$ cat src/rtl/dual_port_ram_ctrl_if.sv
// Port bundle for dual_port_ram_ctrl: per-port request/response signals plus busy and collision.
interface dual_port_ram_ctrl_if #(
    parameter int DATA_W = 8,
    parameter int ADDR_W = 3
);
    logic              busy;
    logic              collision;

    logic              a_en;
    logic              a_we;
    logic [ADDR_W-1:0] a_addr;
    logic [DATA_W-1:0] a_din;
    logic [DATA_W-1:0] a_dout;
    logic              a_rvalid;

    logic              b_en;
    logic              b_we;
    logic [ADDR_W-1:0] b_addr;
    logic [DATA_W-1:0] b_din;
    logic [DATA_W-1:0] b_dout;
    logic              b_rvalid;

    modport master (
        output a_en, a_we, a_addr, a_din,
        output b_en, b_we, b_addr, b_din,
        input  a_dout, a_rvalid, b_dout, b_rvalid, busy, collision
    );

    modport slave (
        input  a_en, a_we, a_addr, a_din,
        input  b_en, b_we, b_addr, b_din,
        output a_dout, a_rvalid, b_dout, b_rvalid, busy, collision
    );
endinterface

$ cat src/rtl/dual_port_ram_ctrl.sv
// True dual-port RAM with clear-on-reset sequencer and write/write collision flag.
// Define DPRAM_OUT_REG_EN to add an output register stage per port (read latency 2).
module dual_port_ram_ctrl #(
    parameter int DATA_W   = 8,
    parameter int ADDR_W   = 3,
    parameter int RDW_MODE = 0
) (
    input  logic                clk,
    input  logic                rst,
    dual_port_ram_ctrl_if.slave bus
);
    localparam int DEPTH = 2 ** ADDR_W;

    typedef enum logic {CLEAR, READY} state_t;

    state_t            state;
    logic [ADDR_W-1:0] clr_cnt;
    logic [DATA_W-1:0] mem [DEPTH];

    logic [DATA_W-1:0] a_dout_r;
    logic [DATA_W-1:0] b_dout_r;
    logic              a_rvalid_r;
    logic              b_rvalid_r;
    logic              collision_r;
    logic              busy_r;

    logic              a_wr;
    logic              b_wr;

    assign a_wr = bus.a_en && bus.a_we;
    assign b_wr = bus.b_en && bus.b_we;

    always_ff @(posedge clk) begin
        if (rst) begin
            state       <= CLEAR;
            clr_cnt     <= '0;
            busy_r      <= 1'b1;
            a_dout_r    <= '0;
            b_dout_r    <= '0;
            a_rvalid_r  <= 1'b0;
            b_rvalid_r  <= 1'b0;
            collision_r <= 1'b0;
        end else begin
            unique case (state)
                CLEAR: begin
                    mem[clr_cnt] <= '0;
                    clr_cnt      <= clr_cnt + 1'b1;
                    a_rvalid_r   <= 1'b0;
                    b_rvalid_r   <= 1'b0;
                    collision_r  <= 1'b0;
                    if (clr_cnt == ADDR_W'(DEPTH - 1)) begin
                        state  <= READY;
                        busy_r <= 1'b0;
                    end
                end
                READY: begin
                    // B is written first so that A's data survives a same-address write/write.
                    if (b_wr) mem[bus.b_addr] <= bus.b_din;
                    if (a_wr) mem[bus.a_addr] <= bus.a_din;

                    if (bus.a_en) begin
                        if (bus.a_we) begin
                            if (RDW_MODE == 1) begin
                                a_dout_r   <= bus.a_din;
                                a_rvalid_r <= 1'b1;
                            end else begin
                                a_rvalid_r <= 1'b0;
                            end
                        end else begin
                            a_dout_r   <= mem[bus.a_addr];
                            a_rvalid_r <= 1'b1;
                        end
                    end else begin
                        a_rvalid_r <= 1'b0;
                    end

                    if (bus.b_en) begin
                        if (bus.b_we) begin
                            if (RDW_MODE == 1) begin
                                b_dout_r   <= bus.b_din;
                                b_rvalid_r <= 1'b1;
                            end else begin
                                b_rvalid_r <= 1'b0;
                            end
                        end else begin
                            b_dout_r   <= mem[bus.b_addr];
                            b_rvalid_r <= 1'b1;
                        end
                    end else begin
                        b_rvalid_r <= 1'b0;
                    end

                    collision_r <= a_wr && b_wr && (bus.a_addr == bus.b_addr);
                end
                default: state <= CLEAR;
            endcase
        end
    end

    assign bus.busy = busy_r;

`ifdef DPRAM_OUT_REG_EN
    logic [DATA_W-1:0] a_dout_q;
    logic [DATA_W-1:0] b_dout_q;
    logic              a_rvalid_q;
    logic              b_rvalid_q;
    logic              collision_q;

    // Second stage mirrors the first so rvalid, dout and collision stay aligned.
    always_ff @(posedge clk) begin
        if (rst) begin
            a_dout_q    <= '0;
            b_dout_q    <= '0;
            a_rvalid_q  <= 1'b0;
            b_rvalid_q  <= 1'b0;
            collision_q <= 1'b0;
        end else begin
            a_dout_q    <= a_dout_r;
            b_dout_q    <= b_dout_r;
            a_rvalid_q  <= a_rvalid_r;
            b_rvalid_q  <= b_rvalid_r;
            collision_q <= collision_r;
        end
    end

    assign bus.a_dout    = a_dout_q;
    assign bus.b_dout    = b_dout_q;
    assign bus.a_rvalid  = a_rvalid_q;
    assign bus.b_rvalid  = b_rvalid_q;
    assign bus.collision = collision_q;
`else
    assign bus.a_dout    = a_dout_r;
    assign bus.b_dout    = b_dout_r;
    assign bus.a_rvalid  = a_rvalid_r;
    assign bus.b_rvalid  = b_rvalid_r;
    assign bus.collision = collision_r;
`endif

endmodule
$ cat src/flat_wrapper.sv
// flat-port wrapper written by rule: the top's interface ports become plain ports
module dual_port_ram_ctrl_flat 
#(
    parameter int DATA_W   = 8,
    parameter int ADDR_W   = 3,
    parameter int RDW_MODE = 0
)
  (clk, rst, bus_a_en, bus_a_we, bus_a_addr, bus_a_din, bus_b_en, bus_b_we, bus_b_addr, bus_b_din, bus_a_dout, bus_a_rvalid, bus_b_dout, bus_b_rvalid, bus_busy, bus_collision);
  dual_port_ram_ctrl_if #(.DATA_W(DATA_W), .ADDR_W(ADDR_W)) bus_i ();
  input  logic clk;
  input  logic rst;
  input wire logic [$bits(bus_i.a_en)-1:0] bus_a_en;
  input wire logic [$bits(bus_i.a_we)-1:0] bus_a_we;
  input wire logic [$bits(bus_i.a_addr)-1:0] bus_a_addr;
  input wire logic [$bits(bus_i.a_din)-1:0] bus_a_din;
  input wire logic [$bits(bus_i.b_en)-1:0] bus_b_en;
  input wire logic [$bits(bus_i.b_we)-1:0] bus_b_we;
  input wire logic [$bits(bus_i.b_addr)-1:0] bus_b_addr;
  input wire logic [$bits(bus_i.b_din)-1:0] bus_b_din;
  output wire logic [$bits(bus_i.a_dout)-1:0] bus_a_dout;
  output wire logic [$bits(bus_i.a_rvalid)-1:0] bus_a_rvalid;
  output wire logic [$bits(bus_i.b_dout)-1:0] bus_b_dout;
  output wire logic [$bits(bus_i.b_rvalid)-1:0] bus_b_rvalid;
  output wire logic [$bits(bus_i.busy)-1:0] bus_busy;
  output wire logic [$bits(bus_i.collision)-1:0] bus_collision;
  assign bus_i.a_en = bus_a_en;
  assign bus_i.a_we = bus_a_we;
  assign bus_i.a_addr = bus_a_addr;
  assign bus_i.a_din = bus_a_din;
  assign bus_i.b_en = bus_b_en;
  assign bus_i.b_we = bus_b_we;
  assign bus_i.b_addr = bus_b_addr;
  assign bus_i.b_din = bus_b_din;
  assign bus_a_dout = bus_i.a_dout;
  assign bus_a_rvalid = bus_i.a_rvalid;
  assign bus_b_dout = bus_i.b_dout;
  assign bus_b_rvalid = bus_i.b_rvalid;
  assign bus_busy = bus_i.busy;
  assign bus_collision = bus_i.collision;
  dual_port_ram_ctrl #(.DATA_W(DATA_W), .ADDR_W(ADDR_W), .RDW_MODE(RDW_MODE)) u_core (.clk(clk), .rst(rst), .bus(bus_i));
endmodule
$ cat config.mk
export PLATFORM = sky130hd
export DESIGN_NAME = dual_port_ram_ctrl_flat
export DESIGN_NICKNAME = d
export VERILOG_FILES = /design/src/rtl/dual_port_ram_ctrl_if.sv /design/src/rtl/dual_port_ram_ctrl.sv /design/src/flat_wrapper.sv
export SDC_FILE = /design/constraint.sdc
export NUM_CORES = 1
export LEC_CHECK = 0
export BUFFER_PORTS_ARGS = -buffer_cell sky130_fd_sc_hd__buf_2
export CORE_MARGIN = 2
export CORE_UTILIZATION = 56
export DETAILED_ROUTE_END_ITERATION = 8
export PLACE_DENSITY = 0.82
export RECOVER_POWER = 25
export SLEW_MARGIN = 30
export SYNTH_ARGS = -nofsm -noshare
export SYNTH_HDL_FRONTEND = slang
export SYNTH_SLANG_ARGS = --single-unit
$ cat constraint.sdc
create_clock -name clk -period 2.9 [get_ports clk]
set_clock_uncertainty 0.2 [all_clocks]
set_input_delay 0.58 -clock clk [delete_from_list [all_inputs] [get_ports clk]]
set_output_delay 0.58 -clock clk [all_outputs]
set_load 0.01 [all_outputs]
[After elaboration in Yosys (flattened, before gate mapping)]
Memory sizes are Yosys's and may differ from the RTL's. A register that Yosys moved wholly into a read port is not among the register bits.
Index checks and enable logic that the tools add are counted.
Operators by class
  add/sub/neg operators: 1
  equal/unequal tests: 2
  multiplexer cells: 23
  bitwise logic cells: 3
  reductions and logical operators: 8
Operator list (count)
  two-way mux 1 bit: 18
  two-way mux 8 bit: 1
  OR reduction 8 bit: 1
  case mux 1 bit (2 select lines): 3
  AND reduction 3 bit: 2
  logical AND 1 bit: 4
  adder 3 x 1 -> 3 bit, second input constant: 1
  equality test 3 bit: 1
  equality test 3 bit, second input constant: 1
  two-way mux 3 bit: 1
  inverter 1 bit: 3
  AND reduction 2 bit: 1
Word-level totals
  flip-flop bits (word level): 8
  bits in writable memories: 64
  input port bits: 28
  output and inout bits: 20
  word-level logic and storage cells: 44
  memories kept: 1
Memory list
  u_core.mem: words 8, bits a word 8, read ports 2, clocked after memory_dff 2, wr ports 2, line dual_port_ram_ctrl.sv:18  | logic [DATA_W-1:0] mem [DEPTH];

[Depth between registers and ports, before layout]
Gate-level depths: netlist of run 1.
  word-level depth: 7
  mapped depth: 7
  depth with buffers taken out: 4

[Worst setup path after synthesis of run 1]
No wires, ideal clock.
  path kind: in2reg
  from: input port rst
  to: memory u_core.mem[3][0], enable pin
  library setup time: 384 ps
  arrival: 2169 ps
  required time: 2316 ps
  path slack: 147 ps
  cell stages on the path: 5
  path buffers: 2
  cell sequence: buf_4 and4b_1 buf_2 mux2_2 o21ai_0
RTL lines
  from (decl): line flat_wrapper.sv:11  | input logic rst;
  to (decl): line dual_port_ram_ctrl.sv:18

==> results of run 1 <==
[power by group]
part	internal (W)	switching (W)
sequential	0.00136	0.0000170
combinational	0.0000974	0.000145
clock	0.000404	0.000481
total	0.00187	0.000643
[metal layers]
layer  global-route usage (%)  share of wire, %  vias up
met5                        0                 0        -
met1                     35.5                38     1793
met3                     6.47               9.8       55
met4                     14.0               4.5        0
met2                     43.7                48      233
li1                         -                 -     1624
[cell families after synthesis]
| logic type | count (synthesis) |
|---|---|
| flops | 88 |
| fa+ha+maj | 2 |
| xor+xnor | 3 |
| buf+inv | 41 |
| mux | 102 |
| compound gates | 71 |
| simple gates | 89 |
[final timing paths]
| check | slack [ps] | from | endpoint |
|---|---|---|---|
| max | 270 | u_core.state$_SDFF_PP0_ | u_core.mem[0][3]$_DFFE_PP_ |
| min | 260 | u_core.bus.busy$_SDFFE_PP1P_ | u_core.bus.busy$_SDFFE_PP1P_ |
| min reg2reg | 260 | u_core.bus.busy$_SDFFE_PP1P_ | u_core.bus.busy$_SDFFE_PP1P_ |
| max reg2reg | 270 | u_core.state$_SDFF_PP0_ | u_core.mem[0][3]$_DFFE_PP_ |
[synth_stat cells (8+ instances only)]
cell type | instances | area share, %
nand2b_1 | 15 | 1.9
dfxtp_1 | 24 | 9.8
buf_2 | 12 | 1.2
mux2_2 | 66 | 15
a221oi_1 | 10 | 1.8
a211oi_1 | 10 | 1.5
nor2b_1 | 10 | 1.3
mux2i_1 | 26 | 5.3
clkbuf_1 | 15 | 1.2
edfxtp_1 | 64 | 39
nand2_1 | 9 | 0.69
and2_1 | 9 | 1.2
nor2_1 | 24 | 1.8
a21oi_1 | 12 | 1.2
mux4_2 | 8 | 3.7
[metrics by stage]
stage | setup WS, ps | std cells | util [%] | instance area [µm²] | hold slack (ps)
floorplan | 147 | 396 | - | 4890 | 271
global placement | 199 | 545 | 61.9 | 5320 | 230
detailed placement | 126 | 545 | 61.9 | 5320 | 234
CTS | 254 | 561 | 64.2 | 5520 | 255
global route | 98.2 | 562 | 63.9 | 5490 | 293
finish | 267 | 562 | 63.9 | 5490 | 257
[area by class of cell]
type / count / area [µm²]
Clock inverter: 7 / 77.6
Clock buffer: 9 / 124
Tap cell: 108 / 135
Sequential cell: 88 / 2400
Timing Repair Buffer: 77 / 440
Inverter: 6 / 22.5
Multi-Input combinational cell: 267 / 2290
Fill cell: 641 / 3100
[sequential cells by signal (all words and copies together) (netlist names)]
name	flops
u_core.clr_cnt	3
u_core.mem	64
u_core.bus.collision	1
u_core.state	1
u_core.bus.b_dout	8
u_core.bus.a_rvalid	1
u_core.bus.busy	1
u_core.bus.a_dout	8
u_core.bus.b_rvalid	1
==> summary.md, run 1 <==
| Metric | Value |
|---|---|
| Crit path max-delay family | simple AND/OR/NAND/NOR gates |
| Synth Area in Adders | 0.512% |
| Logic depth of the worst path, buffers included | 5 |
| Initial cell density of the core | 56.9% |
| Status | complete, no violations |
| Drt via density | 6.59 |
| Crit path capture type | flop |
| Synth cell types | 51 |
| Initial drt markers | 384 |
| Largest net degree at the start of global routing | 36 |
| Buf/Inv on CP | 1 |
| Ys async rst share | 0% |
| Vias | 3705 |
| Estimated wirelength of the detail-placed design | 8880 µm |
| Residual DRC | 0 |
| Critical path cell sequence | nand4b_2, nand2b_1, buf_4, nor3_4, o21bai_1 |
| Power per Cell Area | 457 nW/µm² |
| Post-CTS Setup Inserts | 0 |
| Skew-Pair Late Insertion Delay | 360 ps |
| Clock-pin slew on the worst setup and hold paths | 90 ps |
| I/O pin total | 48 |
| Worst hold path depth | 1 |
| Port bufs | 47 |
| Post-synthesis sequential area ratio | 49.1% |
| First-pass GRT wire length | 19900 µm |
| Die Ht | 97.5 µm |
| Drt wl/cell | 23.2 µm |
| Area added between synthesis and finish | 12.3% |
| Share of layout cells above drive strength 1 | 33.9% |
| Synth Area in Simple Gates | 10.3% |
| Congestion Overflow GR | 0 |
| Slowest stage cell on the critical path | dfxtp_1 |
| Most frequent cells in the layout | mux2_2 (66), edfxtp_1 (64), buf_2 (27), buf_4 (27), mux2i_1 (26) |
| RSZ-0062 raised after global routing | no |
| Hold_buf cts | 0 |
| Initial antenna violation count | 0 |
| EDFF count, synth | 64 |
| N_diodes | 0 |
| Fin crit share | 90.8% |
| Die span in x | 97.5 µm |
| H-tree depth | 3 |
| Complex-gate fraction of the synthesized area | 10.8% |
| Max Slew Vio Count | 0 |
| Slew HR | 37.3% |
| Maximum clock frequency | 0.380 GHz |
| Sum of negative setup slack | 0 ps |
| Avg Cell Area, Syn | 12.4 µm² |
| CTS Buf Count | 9 |
| Multiplexer share of the synthesized area | 24.7% |
| Drt first pass iters | 5 |
| Synth Flop Type | edfxtp_1 |
| Total wire length | 13000 µm |
| XOR/XNOR share of the synthesized area | 0.537% |
| Die area | 9500 µm² |
| Worst stage delay on the critical path | 610 ps |
| Worst Hold Class | flop to flop |
| Most common cell after layout, fill and taps aside | mux2_2 |
| Setup Viol. Count Final | 0 |
| Synthesis warning total | 0 |
| Post-route ant nets | 0 |
| Final Hold Viols | 0 |
| Root Buffer | clkbuf_8 |
| Seq cells post-synth | 88 |
| Min cycle time layout | 2630 ps |
| Crit path DAT | 2420 ps |
| Max FO, Critical Path | 14 |
| Routability Congestion | 0.908 |
| R2r worst-path depth | 5 |
| Synth Net Count | 426 |
| Maximum VDD drop | 0.224 mV |
| Worst Setup Start Kind | flop |
| CP Class | flop to flop |
| Synth Cell Area | 4890 µm² |
| CP required | 2690 ps |
| Total power draw | 0.00251 W |
| Largest family of logic cells by synthesized area | multiplexers |
| Max-cap violations | 0 |
| P_leak | 2.12 nW |
| PostCTS Resize Cnt | 0 |
| Syn Inst Count | 396 |
| Core Area | 8590 µm² |
| TritonCTS clock tree | built |
| Measured slew at the worst slew-check pin | 939 ps |
| FP Rows | 34 |
| CTS Sinks | 88 |
| Number of global-route vias before repair | 3657 |
| Nets | 479 |
| Clock buffer depth | 2 |
| Global router's overall resource usage | 27.6% |
Note: power is estimated with default switching activity, not from simulation.
==> inputs of run 2 (changes only) <==
Settings changed: CORE_UTILIZATION 56 to 46, PLACE_DENSITY 0.82 to 0.71.
==> run 2 against run 1 <==
First-iteration DRC count down 18%. Sequential share of layout area down 0.44 points. Sequential power about the same. Critical endpoint is now u_core.mem[4][1]$_DFFE_PP_. Setup slack worse by 89 ps. Clock power up 9.0%. Die area up 21%. Global-route usage down 2.6 points. Flip-flop and latch count unchanged. Non-clock buffer count up 3.
==> summary.md, run 2 (synthesis results as in run 1) <==
| Metric | Value |
|---|---|
| Max-cap violations | 0 |
| I/O pin total | 48 |
| Routability Congestion | 0.898 |
| Most common cell after layout, fill and taps aside | mux2_2 |
| Crit path capture type | flop |
| CTS Sinks | 88 |
| Met1 usage | 31.9% |
| Max FO, Critical Path | 13 |
| Estimated wirelength of the detail-placed design | 9390 µm |
| Skew-Pair Late Insertion Delay | 370 ps |
| Drt via density | 6.18 |
| Residual DRC | 0 |
| Post-CTS Setup Inserts | 0 |
| Setup Viol. Count Final | 0 |
| Drt first pass iters | 5 |
| Vias | 3662 |
| Port bufs | 47 |
| Worst hold slack | 266 ps |
| Hold_buf cts | 0 |
| Grt met2 use | 40.3% |
| TritonCTS clock tree | built |
| Clock-pin slew on the worst setup and hold paths | 90 ps |
| CTS Buf Count | 9 |
| Util after Layout | 53.7% |
| Final Hold Viols | 0 |
| CP required | 2830 ps |
| Dpl cells | 577 |
| Root Buffer | clkbuf_8 |
| Area added between synthesis and finish | 13.4% |
| Max reg flops | 64 |
| GR met3 Demand/Resource | 6.14% |
| FP Rows | 37 |
| Largest net degree at the start of global routing | 23 |
| Crit path DAT | 2650 ps |
| Total wire length | 13700 µm |
| Cell mode on critical path | clkbuf_1 |
| Post-route ant nets | 0 |
| Congestion Overflow GR | 0 |
| FF-to-FF setup slack | 310 ps |
| PostCTS Resize Cnt | 0 |
| Die Ht | 107 µm |
| Slowest stage cell on the critical path | clkbuf_1 |
| Sink of the worst hold path | u_core.bus.b_dout[7]$_SDFFE_PP0P_ |
| N_diodes | 0 |
| Nets | 482 |
| Hold Startpoint | u_core.bus.b_dout[7]$_SDFFE_PP0P_ |
| Initial antenna violation count | 0 |
| Status | complete, no violations |
| Core Area | 10300 µm² |
| Buf/Inv on CP | 3 |
| First-pass GRT wire length | 20600 µm |
| Die span in x | 107 µm |
| Worst stage delay on the critical path | 590 ps |
| Top reg by flops | u_core.mem |
| CP Class | input port to flop |
| Initial cell density of the core | 47.4% |
| Most frequent cells in the layout | mux2_2 (66), edfxtp_1 (64), buf_4 (27) |
| Sum of negative setup slack | 0 ps |
| H-tree depth | 3 |
| Fillers | 887 |
| Fin crit share | 93.9% |
| Maximum VDD drop | 0.225 mV |
| Power per Cell Area | 466 nW/µm² |
| Worst Hold Class | flop to flop |
| Crit path max-delay family | buffers and inverters |
| Min cycle time layout | 2720 ps |
| FF-to-FF Start | u_core.state$_SDFF_PP0_ |
| Busiest layer in global routing | met2 |
| Number of global-route vias before repair | 3587 |
| RSZ-0062 raised after global routing | no |
| Worst Setup Start Kind | input port |
| Initial drt markers | 315 |
| R2r worst-path depth | 5 |
| Final std cells w/o fill | 593 |
| P_leak | 2.12 nW |
| Clock buffer depth | 2 |
| Slew HR | 48.0% |
| Maximum clock frequency | 0.367 GHz |
| Global router's overall resource usage | 25.0% |
| Die area | 11500 µm² |
| Worst hold path depth | 2 |
| Share of layout cells above drive strength 1 | 33.0% |
| Critical path cell sequence | clkbuf_1, clkbuf_1, nand2b_1, clkbuf_1, nor2_4, mux2_2 |
| Measured slew at the worst slew-check pin | 780 ps |
| R2R Path End | u_core.mem[5][6]$_DFFE_PP_ |
| Drt wl/cell | 23.2 µm |
| Max Slew Vio Count | 0 |
[run 2: changes by cell type in the layout (fill, tap and decap cells not counted), sizes merged]
cell,delta
clkinv,+2
inv,-1
buf,-2
clkinvlp,-2
clkbuf,+5
bufinv,+1
[run 2: layout make-up]
cell class | instances | area [µm²] | share of cell area (%)
Clock buffer | 9 | 124 | 2.23
Timing Repair Buffer | 80 | 450 | 8.12
Inverter | 6 | 22.5 | 0.406
Clock inverter | 7 | 95.1 | 1.71
Sequential cell | 88 | 2400 | 43.3
Tap cell | 136 | 170 | 3.07
Multi-Input combinational cell | 267 | 2280 | 41.2
[run 2: report_power, final]
part | switching [W] | internal [W] | total [W]
clock | 0.000478 | 0.000487 | 0.000965
combinational | 0.000146 | 0.0000923 | 0.000239
sequential | 0.0000177 | 0.00136 | 0.00138
total | 0.000642 | 0.00194 | 0.00258
[run 2: metal layers]
| layer | share of wire, % | wire (µm) |
|---|---|---|
| met1 | 39 | 5420 |
| met2 | 48 | 6550 |
| met3 | 9.1 | 1240 |
| met4 | 3.8 | 527 |
| met5 | 0 | 0 |
[run 2: how the worst max path moves through the flow]
| stage | cells past startpoint | endpoint | start |
|---|---|---|---|
| global placement | 6 | u_core.mem[5][5]$_DFFE_PP_ | rst |
| CTS | 5 | u_core.mem[5][4]$_DFFE_PP_ | u_core.state$_SDFF_PP0_ |
| floorplan | 5 | u_core.mem[3][0]$_DFFE_PP_ | rst |
| global route | 6 | u_core.mem[4][1]$_DFFE_PP_ | bus_a_addr[2] |
| finish | 6 | u_core.mem[4][1]$_DFFE_PP_ | bus_a_addr[2] |
| detailed placement | 6 | u_core.mem[5][5]$_DFFE_PP_ | rst |
[run 2: stage by stage]
| stage | instance area (µm²) | setup slack, ps | power (W) |
|---|---|---|---|
| floorplan | 4890 | 147 | 0.00155 |
| CTS | 5600 | 307 | 0.00259 |
| global placement | 5380 | 253 | 0.00164 |
| global route | 5550 | 120 | 0.00265 |
| detailed placement | 5380 | 204 | 0.00165 |
| finish | 5550 | 177 | 0.00258 |
[run 2: tightest hold or removal path: cells and delay by family (launching register included)]
family | cells | cell delay [ps]
AND/OR/NAND/NOR | 1 | 50
AO/OA/AOI/OAI | 1 | 50
flip-flops | 1 | 320
